**src/rtl/arisc_pkg.sv**
```systemverilog
// -----------------------------------------------------------------------------
// arisc_pkg
//   Shared types and widths for the A-RISC 8-bit accumulator CPU.
//   - W_INSTR / W_DATA / W_ADDR : instruction, data and address widths
//   - opcode_e                  : 8-bit opcode encoding (16..255 execute as NOP)
//   - state_e                   : control FSM states
//   - instr_t                   : instruction word layout {operand, opcode}
// -----------------------------------------------------------------------------
package arisc_pkg;

    localparam int W_INSTR = 16;
    localparam int W_DATA  = 8;
    localparam int W_ADDR  = 8;

    typedef enum logic [7:0] {
        OP_END = 8'd0,
        OP_LDI = 8'd1,
        OP_MVR = 8'd2,
        OP_MVA = 8'd3,
        OP_ADD = 8'd4,
        OP_SUB = 8'd5,
        OP_AND = 8'd6,
        OP_OR  = 8'd7,
        OP_NOT = 8'd8,
        OP_LDM = 8'd9,
        OP_STM = 8'd10,
        OP_JMP = 8'd11,
        OP_JZ  = 8'd12,
        OP_INC = 8'd13,
        OP_DEC = 8'd14,
        OP_SHL = 8'd15
    } opcode_e;

    typedef enum logic [1:0] {
        ST_IDLE,
        ST_FETCH,
        ST_EXEC,
        ST_MEMRD
    } state_e;

    typedef struct packed {
        logic [W_DATA-1:0] operand;
        logic [7:0]        opcode;
    } instr_t;

endpackage

```
**src/rtl/arisc_cpu.sv**
```systemverilog
// -----------------------------------------------------------------------------
// arisc_cpu
//   8-bit accumulator CPU with NUM_GPR general registers and Harvard memory.
//   Runs from PC=0 on a start pulse until an END instruction, then idles.
//   Each instruction takes FETCH + EXEC; LDM adds a MEMRD cycle.
//   Ports:
//     clk         in   clock, rising edge
//     rst         in   synchronous active-high reset
//     start       in   1-cycle pulse, honoured only while idle
//     idle        out  high when no program is running
//     iram_addr   out  instruction address (= PC)
//     iram_dout   in   instruction word {operand, opcode}, 1 cycle latency
//     iram_write  out  IRAM write enable, tied low
//     dram_addr   out  data address
//     dram_din    out  store data (= ACC)
//     dram_dout   in   load data, 1 cycle after dram_addr
//     dram_write  out  1-cycle store strobe
// -----------------------------------------------------------------------------
module arisc_cpu
    import arisc_pkg::*;
#(
    parameter int NUM_GPR = 8
) (
    input  logic               clk,
    input  logic               rst,
    input  logic               start,
    output logic               idle,
    output logic [W_ADDR-1:0]  iram_addr,
    input  logic [W_INSTR-1:0] iram_dout,
    output logic               iram_write,
    output logic [W_ADDR-1:0]  dram_addr,
    output logic [W_DATA-1:0]  dram_din,
    input  logic [W_DATA-1:0]  dram_dout,
    output logic               dram_write
);

    localparam int             IDX_W   = (NUM_GPR > 1) ? $clog2(NUM_GPR) : 1;
    localparam logic [IDX_W:0] GPR_CNT = NUM_GPR[IDX_W:0];

    state_e             state_q, state_d;
    logic [W_ADDR-1:0]  pc_q, pc_d;
    logic [W_DATA-1:0]  acc_q, acc_d;
    logic               z_q, z_d;
    logic [W_ADDR-1:0]  dram_addr_q, dram_addr_d;
    logic [W_DATA-1:0]  gpr_q [NUM_GPR];

    instr_t             instr;
    logic [IDX_W-1:0]   gpr_idx;
    logic               idx_ok;
    logic [W_DATA-1:0]  gpr_rd;
    logic               gpr_we;
    logic               acc_we;
    logic               exec_mem;

    // The word on iram_dout is only meaningful during EXEC, one cycle after
    // FETCH presented the PC.
    assign instr   = instr_t'(iram_dout);
    assign gpr_idx = instr.operand[IDX_W-1:0];
    // Indices past the register file read as zero and drop writes.
    assign idx_ok  = ({1'b0, gpr_idx} < GPR_CNT);
    assign gpr_rd  = idx_ok ? gpr_q[gpr_idx] : '0;

    assign exec_mem = (state_q == ST_EXEC) &&
                      ((instr.opcode == OP_LDM) || (instr.opcode == OP_STM));

    // ---------------------------------------------------------------- state
    always_ff @(posedge clk) begin
        if (rst) begin
            state_q     <= ST_IDLE;
            pc_q        <= '0;
            acc_q       <= '0;
            z_q         <= 1'b0;
            dram_addr_q <= '0;
            // NOTE: the GPR file is a handful of flops with a defined reset
            // value, so unlike a RAM array it is cleared here.
            for (int i = 0; i < NUM_GPR; i++) begin
                gpr_q[i] <= '0;
            end
        end else begin
            state_q     <= state_d;
            pc_q        <= pc_d;
            acc_q       <= acc_d;
            z_q         <= z_d;
            dram_addr_q <= dram_addr_d;
            if (gpr_we) begin
                gpr_q[gpr_idx] <= acc_q;
            end
        end
    end

    // ----------------------------------------------------------- next state
    always_comb begin
        state_d = state_q;
        case (state_q)
            ST_IDLE:  if (start) state_d = ST_FETCH;
            ST_FETCH: state_d = ST_EXEC;
            ST_EXEC: begin
                if (instr.opcode == OP_END) begin
                    state_d = ST_IDLE;
                end else if (instr.opcode == OP_LDM) begin
                    state_d = ST_MEMRD;
                end else begin
                    state_d = ST_FETCH;
                end
            end
            ST_MEMRD: state_d = ST_FETCH;
            default:  state_d = ST_IDLE;
        endcase
    end

    // ------------------------------------------------------------- datapath
    always_comb begin
        // NOTE: every variable gets a default before the case so no path
        // leaves it unassigned, which would otherwise infer a latch.
        pc_d        = pc_q;
        acc_d       = acc_q;
        z_d         = z_q;
        dram_addr_d = dram_addr_q;
        gpr_we      = 1'b0;
        acc_we      = 1'b0;
        case (state_q)
            ST_IDLE: begin
                if (start) pc_d = '0;
            end
            ST_EXEC: begin
                pc_d = pc_q + 1'b1;
                case (instr.opcode)
                    OP_END: pc_d = pc_q;
                    OP_LDI: begin acc_d = instr.operand;   acc_we = 1'b1; end
                    OP_MVR: gpr_we = idx_ok;
                    OP_MVA: begin acc_d = gpr_rd;          acc_we = 1'b1; end
                    OP_ADD: begin acc_d = acc_q + gpr_rd;  acc_we = 1'b1; end
                    OP_SUB: begin acc_d = acc_q - gpr_rd;  acc_we = 1'b1; end
                    OP_AND: begin acc_d = acc_q & gpr_rd;  acc_we = 1'b1; end
                    OP_OR:  begin acc_d = acc_q | gpr_rd;  acc_we = 1'b1; end
                    OP_NOT: begin acc_d = ~acc_q;          acc_we = 1'b1; end
                    OP_LDM: dram_addr_d = gpr_rd;
                    OP_STM: dram_addr_d = gpr_rd;
                    OP_JMP: pc_d = instr.operand;
                    OP_JZ:  if (z_q) pc_d = instr.operand;
                    OP_INC: begin acc_d = acc_q + 1'b1;    acc_we = 1'b1; end
                    OP_DEC: begin acc_d = acc_q - 1'b1;    acc_we = 1'b1; end
                    OP_SHL: begin acc_d = acc_q << 1;      acc_we = 1'b1; end
                    default: ;
                endcase
                // NOTE: blocking '=' here lets the flag read the acc_d value
                // just computed above; clocked blocks use '<=' only.
                if (acc_we) z_d = (acc_d == '0);
            end
            ST_MEMRD: begin
                acc_d = dram_dout;
                z_d   = (dram_dout == '0);
            end
            default: ;
        endcase
    end

    // -------------------------------------------------------------- outputs
    // LDM/STM drive the address straight from the register during EXEC so the
    // RAM samples it on that edge: the store lands at the end of EXEC and the
    // load data is ready in MEMRD. dram_addr_q holds it afterwards.
    always_comb begin
        idle       = (state_q == ST_IDLE);
        iram_addr  = pc_q;
        iram_write = 1'b0;
        dram_din   = acc_q;
        dram_addr  = exec_mem ? gpr_rd : dram_addr_q;
        dram_write = (state_q == ST_EXEC) && (instr.opcode == OP_STM);
    end

endmodule

```
**config.mk**
```make
export PLATFORM = sky130hd
export DESIGN_NAME = arisc_cpu
export DESIGN_NICKNAME = d
export VERILOG_FILES = /design/src/rtl/arisc_pkg.sv /design/src/rtl/arisc_cpu.sv
export SDC_FILE = /design/constraint.sdc
export NUM_CORES = 1
export LEC_CHECK = 0
export ABC_AREA = 0
export CORE_MARGIN = 10
export CORE_UTILIZATION = 30
export DETAILED_ROUTE_END_ITERATION = 10
export SYNTH_ARGS = -nofsm -noshare
export SYNTH_HDL_FRONTEND = slang
export SYNTH_SLANG_ARGS = --single-unit
```
**constraint.sdc**
```tcl
create_clock -name clk -period 6.4 [get_ports clk]
set_input_delay 1.92 -clock clk [delete_from_list [all_inputs] [get_ports clk]]
set_output_delay 1.92 -clock clk [all_outputs]
set_load 0.1 [all_outputs]
```
-- Word level (Yosys, flattened, before mapping)
Memory sizes are Yosys's and may differ from the RTL's.
Index checks and enable logic that the tools add are counted.
- add/sub/neg operators: 5
- bitwise operators: 3
- eq/ne operators: 21
- mux-type cells: 26
- reductions and logical operators: 15
- operators with widths (operator ; number):
    8-bit case mux with 10 select lines ; 1
    8-bit by 4-bit equality test with 1-bit output (second input constant) ; 8
    8-bit two-way mux ; 5
    8-bit by 3-bit equality test with 1-bit output (second input constant) ; 4
    8-bit case mux with 2 select lines ; 2
    8-bit zero test ; 3
    8-bit case mux with 3 select lines ; 1
    8-bit by 1-bit adder with 8-bit output (second input constant) ; 2
    8-bit by 2-bit equality test with 1-bit output (second input constant) ; 2
    1-bit two-way mux ; 11
    10-bit OR reduction ; 1
    8-bit adder ; 1
    8-bit AND ; 1
    8-bit by 1-bit equality test with 1-bit output (second input constant) ; 1
    8-bit inverter ; 1
    8-bit OR ; 1
    2-bit case mux with 4 select lines ; 1
    8-bit OR reduction ; 1
    8-bit by 1-bit subtractor with 8-bit output (second input constant) ; 1
    8-bit subtractor ; 1
    2-bit two-way mux ; 3
    2-bit equality test (second input constant) ; 2
    2-bit inequality test (second input constant) ; 2
    2-bit AND reduction ; 2
    other kinds (10) ; 12
- memory bits (writable): 64
- memories: 1
- logic and storage cells: 76
- output and inout bits: 27
- register bits: 27
- memories (name ; words ; width ; rd ports ; clocked after Yosys merged registers in ; wr ports ; line ; source):
    gpr_q ; 8 ; 8 ; 1 ; 0 ; 8 ; arisc_cpu.sv:45 ; logic [W_DATA-1:0] gpr_q [NUM_GPR];

-- Depth between registers and ports, before layout
Gate-level depths: netlist of the first run.
- depth after elaboration: 8
- gate-level depth with buffers: 18

-- Worst setup path after synthesis of the first run
Ideal clock, no wire load.
- path kind: input-to-output
- from: in iram_dout[5]
- to: out dram_addr[0]
- path buffers: 2
- slack: -553 ps
- cell stages on the path: 7
- arrival time: 5033 ps
- cell sequence: nor4_1 -> clkbuf_1 -> nand3_1 -> nor2_1 -> clkbuf_1 -> nor2_1 -> a21oi_1
- cells in the longest elaborated chain, start to end: 4
- ends and longest elaborated chain (item ; line ; source):
    start: declaration ; arisc_cpu.sv:29 ; input logic [W_INSTR-1:0] iram_dout,
    8-bit by 4-bit equality test with 1-bit output ; arisc_cpu.sv:64 ; ((instr.opcode == OP_LDM) || (instr.opcode == OP_STM));
    1-bit logical OR * ; arisc_cpu.sv:64 ;
    1-bit logical AND * ; arisc_cpu.sv:63 ; assign exec_mem = (state_q == ST_EXEC) &&
    8-bit two-way mux * ; arisc_cpu.sv:167 ; dram_addr = exec_mem ? gpr_rd : dram_addr_q;
    end: declaration ; arisc_cpu.sv:31 ; output logic [W_ADDR-1:0] dram_addr,
Mark *: on every way between the ends. The rest lies on a longest branch, timed or not.

-- Worst setup path in the final report of the first run
- from: in iram_dout[8]
- to: out dram_addr[4]
- cells in the longest elaborated chain, start to end: 2
- ends and longest elaborated chain (item ; line):
    memory read 8 x 8 bit ; n/a
    8-bit two-way mux ; arisc_cpu.sv:167
No other way between the ends.

==> qor.txt, run 1 <==
============================================================================
Status                                                          finished clean
Area grow syn2layout                                                   20.6%
Layout cell share with drive strength beyond 1                         11.0%
Number of distinct library cells after synthesis                          76
Detail Route met2 WL                                                 7.82 mm
Clock Pin Slew Worst Setup and Hold Paths                            0.06 ns
Achievable clock frequency                                           170 MHz
Htree depth                                                                3
Initial antenna violation count                                            0
ANT nets after route                                                       0
Max rail drop VDD                                                   0.126 mV
Share of synthesized area occupied by flip-flops and latches           44.4%
Number of maximum-capacitance constraint violations                        0
Initial DRC count                                                        440
Post-layout util                                                       37.0%
Pre-antenna DRT Iters                                                      5
Slew Limit Headroom                                                    33.7%
Post-CTS Hold Fix Bufs                                                     0
Root cell of the clock tree                                     sky130_fd_sc_hd__clkbuf_16
Die outline width                                                156 microns
Max layer used                                                          met4
Largest net degree at the start of global routing                         26
Cell type of the slowest stage on the worst timing path         sky130_fd_sc_hd__buf_2
Worst-path fanout max                                                     25
Number of warnings reported in the yosys synthesis log                     0
Unrepaired setup endpoints after global routing                           no
Synthesis-stage register bit count                                        91
Count of clock tree sinks                                                 91
Detailed-routing wirelength on met1                                  6.67 mm
Avg Vias per Cell                                                       5.49
Cell Chain, Critical Path                                       buf_2, buf_4, mux2i_1, o22ai_1, a211o_1, mux2_2, buf_12
Fin crit share                                                         91.8%
Worst clock skew on the final layout                              0.00518 ns
Most common library cell in the layout ignoring fill and taps   sky130_fd_sc_hd__edfxtp_1
Launching element type of the critical path                        input pin
Area of the core                                                0.0181 sq mm
Critical Path RT                                                     4.48 ns
Mean instance size in the synthesized netlist                     9.73 sq um
Post-synthesis async set-or-reset flop share                              0%
Arrival @ worst endpoint                                             3.95 ns
Total wire length after detailed routing                             16.1 mm
Total I/O pin count                                                       54
Number of buffers inserted by post-CTS setup repair                        0
Detailed-route wire length per cell                             18.9 microns
Antenna fix cells                                                          0
Maximum cell stage delay along the critical path                     0.52 ns
Buffer depth of the longest clock path                                     2
Number of nets in the final layout                                       662
Top FF cell, synth                                              sky130_fd_sc_hd__edfxtp_1
Power per Cell Area                                              212 mW/mm^2
Most frequent cells in the layout                               64 x sky130_fd_sc_hd__edfxtp_1, 62 x sky130_fd_sc_hd__nor2_1, 50 x sky130_fd_sc_hd__and2_1
HPWL after DPL                                                       12.1 mm
Class of the tightest hold or removal check                       reg -> reg
Worst hold slack after final layout                                 0.544 ns
Count of flip-flops with a built-in enable after synthesis                64
Hold Violations, Final                                                     0
Placer congestion estimate                                             0.913
Cell Count Post-Placement                                                839
First-pass GRT wire length                                           25.7 mm
Skew-Pair Late Insertion Delay                                       0.35 ns
Worst R2R Path Depth                                                      15
TritonCTS clock tree                                                     yes
Gr ovfl total                                                              0
Share of the synthesized area in the top cell type                     34.6%
Effective utilization at floorplan                                     30.7%
Crit Path Category                                                 in -> out
Fin cells                                                                855
Post-synthesis instance total                                            570
Total clock buffers created by CTS                                         9
Final Slew Violations                                                      0
Via count of the first global-routing pass                              4647
Most area-consuming cells after synthesis                       sky130_fd_sc_hd__edfxtp_1 35%, sky130_fd_sc_hd__dfxtp_1 9.7%, sky130_fd_sc_hd__and2_1 5.6%, sky130_fd_sc_hd__nor2_1 4.2%, sky130_fd_sc_hd__mux4_2 4.1%
Leakage power of the design                                          2.38 nW
All-Layer GR Usage                                                     13.3%
Finish-stage setup viols                                                   0
Sum of met3 wire segment lengths after detailed routing              1.19 mm
Element type at the critical path end                            output port
Full die area                                                   0.0243 sq mm
Number of instances resized during post-cts repair                         0
Syn nets                                                                 611
Total number of placement rows                                            49
Top cell type by total area after synthesis                     sky130_fd_sc_hd__edfxtp_1
Overall die height                                               156 microns
DRC                                                                        0
Number of cells on the worst hold path                                     2
Worst-margin pin slew                                               0.992 ns
Number of vias in the routed layout                                     4698
Post-layout min period                                               5.87 ns
Post-Syn Area                                                   0.00555 sq mm
Count of input and output buffers                                         52
============================================================================
through the flow:
stage	setup TNS (ns)	area (sq um)	power, mW	worst slack, ns
6_report	0	6690	1.42	0.527
5_1_grt	0	6690	1.47	0.395
4_1_cts	0	6690	1.42	0.523
3_5_place_dp	0	6430	0.942	0.382
3_3_place_gp	0	6430	0.935	0.484
2_1_floorplan	-2.72	5550	0.855	-0.553
sequential cells by signal, summed over array words and instances (netlist names):
signal	flops
iram_addr	8
dram_addr_q	8
dram_din	8
gpr_q	64
z_q	1
state_q	2
synthesized netlist by cell type (4+ instances only):
cell type / n
sky130_fd_sc_hd__o21ai_0: 38
sky130_fd_sc_hd__nor2b_1: 13
sky130_fd_sc_hd__a211oi_1: 11
sky130_fd_sc_hd__edfxtp_1: 64
sky130_fd_sc_hd__dfxtp_1: 27
sky130_fd_sc_hd__o211ai_1: 6
sky130_fd_sc_hd__nand2b_1: 6
sky130_fd_sc_hd__nand2_1: 32
sky130_fd_sc_hd__a221oi_1: 8
sky130_fd_sc_hd__inv_1: 12
sky130_fd_sc_hd__a21oi_1: 34
sky130_fd_sc_hd__nor3_1: 26
sky130_fd_sc_hd__and3_1: 4
sky130_fd_sc_hd__nor4_1: 11
sky130_fd_sc_hd__ha_1: 13
sky130_fd_sc_hd__mux2i_1: 9
sky130_fd_sc_hd__a21o_1: 5
sky130_fd_sc_hd__nor2_1: 62
sky130_fd_sc_hd__xnor2_1: 5
sky130_fd_sc_hd__mux4_2: 10
sky130_fd_sc_hd__nand3_1: 11
sky130_fd_sc_hd__and2_1: 50
sky130_fd_sc_hd__xor2_1: 5
sky130_fd_sc_hd__clkbuf_1: 27
critical path, delay by kind of cell:
family	cells	cell delay [ns]
compound gates	2	0.46
mux	2	0.55
buf+inv	3	0.99
area by class of cell:
type | instances | area (sq um)
clock buffer | 11 | 233
inverter | 16 | 60.1
multi-input combinational | 429 | 2860
sequential | 91 | 2460
clock inverter | 5 | 28.8
timing repair buffer | 74 | 758
fill | 1758 | 11400
tap | 229 | 287
kinds of logic (layout without fill, tap and decap cells):
| group | Yosys count | after routing | share of synthesized area, % |
|---|---|---|---|
| AND/OR/NAND/NOR | 240 | 240 | 22.6 |
| flip-flops | 91 | 91 | 44.4 |
| XOR/XNOR | 10 | 10 | 1.58 |
| other | 1 | 1 | 0.0676 |
| adder cells (fa/ha/maj) | 14 | 14 | 3.29 |
| multiplexers | 26 | 26 | 7.71 |
| buffers and inverters | 50 | 106 | 4.13 |
| AO/OA/AOI/OAI | 138 | 138 | 16.2 |
power by group:
part / switching (mW) / internal, mW
Clock: 0.221 / 0.262
Sequential: 0.0187 / 0.647
Combinational: 0.167 / 0.102
Total: 0.406 / 1.01
worst paths after layout:
check	start	to	slack, ns
worst min-delay path	iram_addr[1]	iram_addr[1]	0.54
worst max-delay path	iram_dout[8]	dram_addr[4]	0.53
worst min register to register	iram_addr[1]	iram_addr[1]	0.54
worst max register to register	gpr_q[2][2]	z_q	2.52
routing by layer:
| metal | GRT usage, % | up-vias |
|---|---|---|
| li1 | - | 2214 |
| met5 | 0 | - |
| met3 | 2.32 | 34 |
| met4 | 6.21 | 0 |
| met1 | 16.8 | 2231 |
| met2 | 21.6 | 219 |
No activity file was read; power rests on OpenSTA's default activity.
==> run 2: changes to the inputs <==
- CTS_CLUSTER_DIAMETER: default -> 60
- MAX_ROUTING_LAYER: default -> met4
- clock period: 6.4 -> 5.8 ns (I/O delays scaled with it)
==> qor.txt, run 2 (synthesized netlist as in run 1, its figures left out) <==
============================================================================
Status                                                          finished clean
Register with the highest flop count                                   gpr_q
Power Total                                                          1.64 mW   +16%
Family with the most delay on the worst path                    compound AO/OA/AOI/OAI gates
Worst hold slack after final layout                                 0.553 ns   +0.00894 ns
Detailed-route wire length per cell                             20.1 microns   +6.6%
Placer congestion estimate                                             0.910   -0.39%
Maximum cell stage delay along the critical path                     0.48 ns   -0.04 ns
Initial DRC count                                                        554   +26%
Most common library cell in the layout ignoring fill and taps   sky130_fd_sc_hd__edfxtp_1
Final worst slack                                                   0.329 ns   -0.198 ns
Number of flip-flops in the largest register                              64   unchanged
Count of clock tree sinks                                                 91   unchanged
Worst clock skew on the final layout                              0.00785 ns   +0.00267 ns
Slew Limit Headroom                                                    33.2%   -0.43 points
Total clock buffers created by CTS                                         9   unchanged
Cell type of the slowest stage on the worst timing path         sky130_fd_sc_hd__a221oi_2
Root cell of the clock tree                                     sky130_fd_sc_hd__clkbuf_16
Total wire length after detailed routing                             17.4 mm   +7.6%
Effective utilization at floorplan                                     30.7%   unchanged
Largest net degree at the start of global routing                         28   +7.7%
Startpoint of the most critical hold path                       iram_addr[7]
Via count of the first global-routing pass                              4785   +3.0%
Area grow syn2layout                                                   24.0%
Critical Path RT                                                     4.06 ns   -0.42 ns
Leakage power of the design                                          2.45 nW   +2.8%
Total Negative Setup Slacks                                             0 ns   unchanged
Pre-antenna DRT Iters                                                      5   unchanged
Element type at the critical path end                            output port
Finish-stage setup viols                                                   0   unchanged
Number of nets in the final layout                                       670   +1.2%
Fin cells                                                                863   +0.94%
Avg Vias per Cell                                                       5.59   +1.7%
End point of the most critical hold path                        iram_addr[7]
Crit Path Category                                                 in -> out
Cell Chain, Critical Path                                       clkdlybuf4s50_1, buf_12, nor2b_1, a221o_1, a221oi_2, a21oi_2, buf_12
Number of buffers inserted by post-CTS setup repair                        0   unchanged
Power per Cell Area                                              239 mW/mm^2   +13%
Cell Count Post-Placement                                                847   +0.95%
Htree depth                                                                3   unchanged
Post-placement worst setup slack                                    0.111 ns   -0.271 ns
Achievable clock frequency                                           183 MHz
All-Layer GR Usage                                                     14.6%   +1.3 points
Number of vias in the routed layout                                     4823   +2.7%
Worst R2R Path Depth                                                      16   +1
TritonCTS clock tree                                                     yes
Arrival @ worst endpoint                                             3.73 ns   -0.22 ns
Full die area                                                   0.0243 sq mm   unchanged
Footprint of the multi-input gates                              0.00291 sq mm   +1.6%
Post-CTS Hold Fix Bufs                                                     0   unchanged
Total number of placement rows                                            49   unchanged
Hold Violations, Final                                                     0   unchanged
Worst-path fanout max                                                     24   -4.0%
Reg2Reg Setup Slack                                                  1.95 ns   -0.57 ns
Unrepaired setup endpoints after global routing                           no
ANT nets after route                                                       0   unchanged
Worst path most repeated cell                                   sky130_fd_sc_hd__buf_12
Max rail drop VDD                                                   0.128 mV   +1.8%
DRC                                                                        0   unchanged
Overall die height                                               156 microns   unchanged
R2r endpoint                                                             z_q
Post-layout min period                                               5.47 ns
Total I/O pin count                                                       54   unchanged
Die outline width                                                156 microns   unchanged
Worst path bufs/invs                                                       3   unchanged
Number of cells on the worst hold path                                     2   unchanged
Beginning of the worst register-to-register path                 gpr_q[7][1]
Area used by sequential logic in the layout                     0.00246 sq mm   unchanged
Antenna fix cells                                                          0   unchanged
Worst-margin pin slew                                               0.998 ns   +0.00650 ns
Gr ovfl total                                                              0   unchanged
Number of instances resized during post-cts repair                         0   unchanged
Initial antenna violation count                                            0   unchanged
Skew-Pair Late Insertion Delay                                       0.35 ns   about the same
Number of maximum-capacitance constraint violations                        0   unchanged
Buffer depth of the longest clock path                                     2   unchanged
Layout fillers                                                          1775   +0.97%
Layout cell share with drive strength beyond 1                         13.2%   +2.2 points
Launching element type of the critical path                        input pin
First-pass GRT wire length                                           27.0 mm   +5.3%
Area of the core                                                0.0181 sq mm   unchanged
Class of the tightest hold or removal check                       reg -> reg
Final Slew Violations                                                      0   unchanged
Clock Pin Slew Worst Setup and Hold Paths                            0.06 ns   about the same
Fin crit share                                                         94.3%
Count of input and output buffers                                         52   unchanged
HPWL after DPL                                                       12.7 mm   +5.4%
Most frequent cells in the layout                               64 x sky130_fd_sc_hd__edfxtp_1, 62 x sky130_fd_sc_hd__nor2_1, 50 x sky130_fd_sc_hd__and2_1
============================================================================
==> run 2: changes by cell type in the layout (fill, tap and decap cells not counted), moves of 3 or more <==
cell,previous run,this run
sky130_fd_sc_hd__a21oi_4,1,4
sky130_fd_sc_hd__a21oi_2,0,3
sky130_fd_sc_hd__clkinv_1,6,3
sky130_fd_sc_hd__buf_4,23,27
sky130_fd_sc_hd__buf_12,8,12
sky130_fd_sc_hd__a21oi_1,34,28
==> run 2: worst min-delay path: cells and delay by family (launching register included) <==
family | cells | cell delay [ns]
flip-flops | 1 | 0.33
AO/OA/AOI/OAI | 1 | 0.13
AND/OR/NAND/NOR | 1 | 0.04
==> run 2: how the worst max path moves through the flow <==
| stage | start | endpoint | slack (ns) | cells after the start |
|---|---|---|---|---|
| floorplan | iram_dout[5] | dram_addr[0] | -0.40 | 7 |
| global placement | iram_dout[5] | z_q | 0.26 | 18 |
| detailed placement | iram_dout[9] | z_q | 0.11 | 18 |
| CTS | iram_dout[9] | dram_addr[6] | 0.37 | 7 |
| global route | iram_dout[5] | z_q | 0.15 | 18 |
| finish | iram_dout[9] | dram_addr[6] | 0.33 | 7 |
==> run 2: area by class of cell <==
type | instances | share of cell area [%]
Clock buffer | 14 | 3.69
Clock inverter | 2 | 0.564
Inverter | 16 | 0.873
Multi-Input combinational cell | 429 | 42.3
Sequential cell | 91 | 35.8
Tap cell | 229 | 4.17
Timing Repair Buffer | 82 | 12.6
==> run 2: metrics by stage <==
stage                     instance area, sq um  utilization, %
after floorplan                           5590               -
after global placement                    6590            36.4
after detailed placement                  6590            36.4
after CTS                                 6880            38.0
after global routing                      6880            38.0
final                                     6880            38.0
==> run 2: layer usage <==
| layer | wire [microns] | up-vias | track usage, % |
|---|---|---|---|
| li1 | - | 2228 | - |
| met1 | 7580 | 2380 | 18.6 |
| met2 | 8170 | 186 | 22.2 |
| met3 | 1270 | 29 | 3.36 |
| met4 | 351 | 0 | 5.04 |
| met5 | 0 | - | - |
==> run 2: where the power goes <==
part	switching [mW]	total, mW	internal (mW)
sequential	0.0221	0.736	0.713
clock	0.252	0.599	0.348
combinational	0.190	0.310	0.120
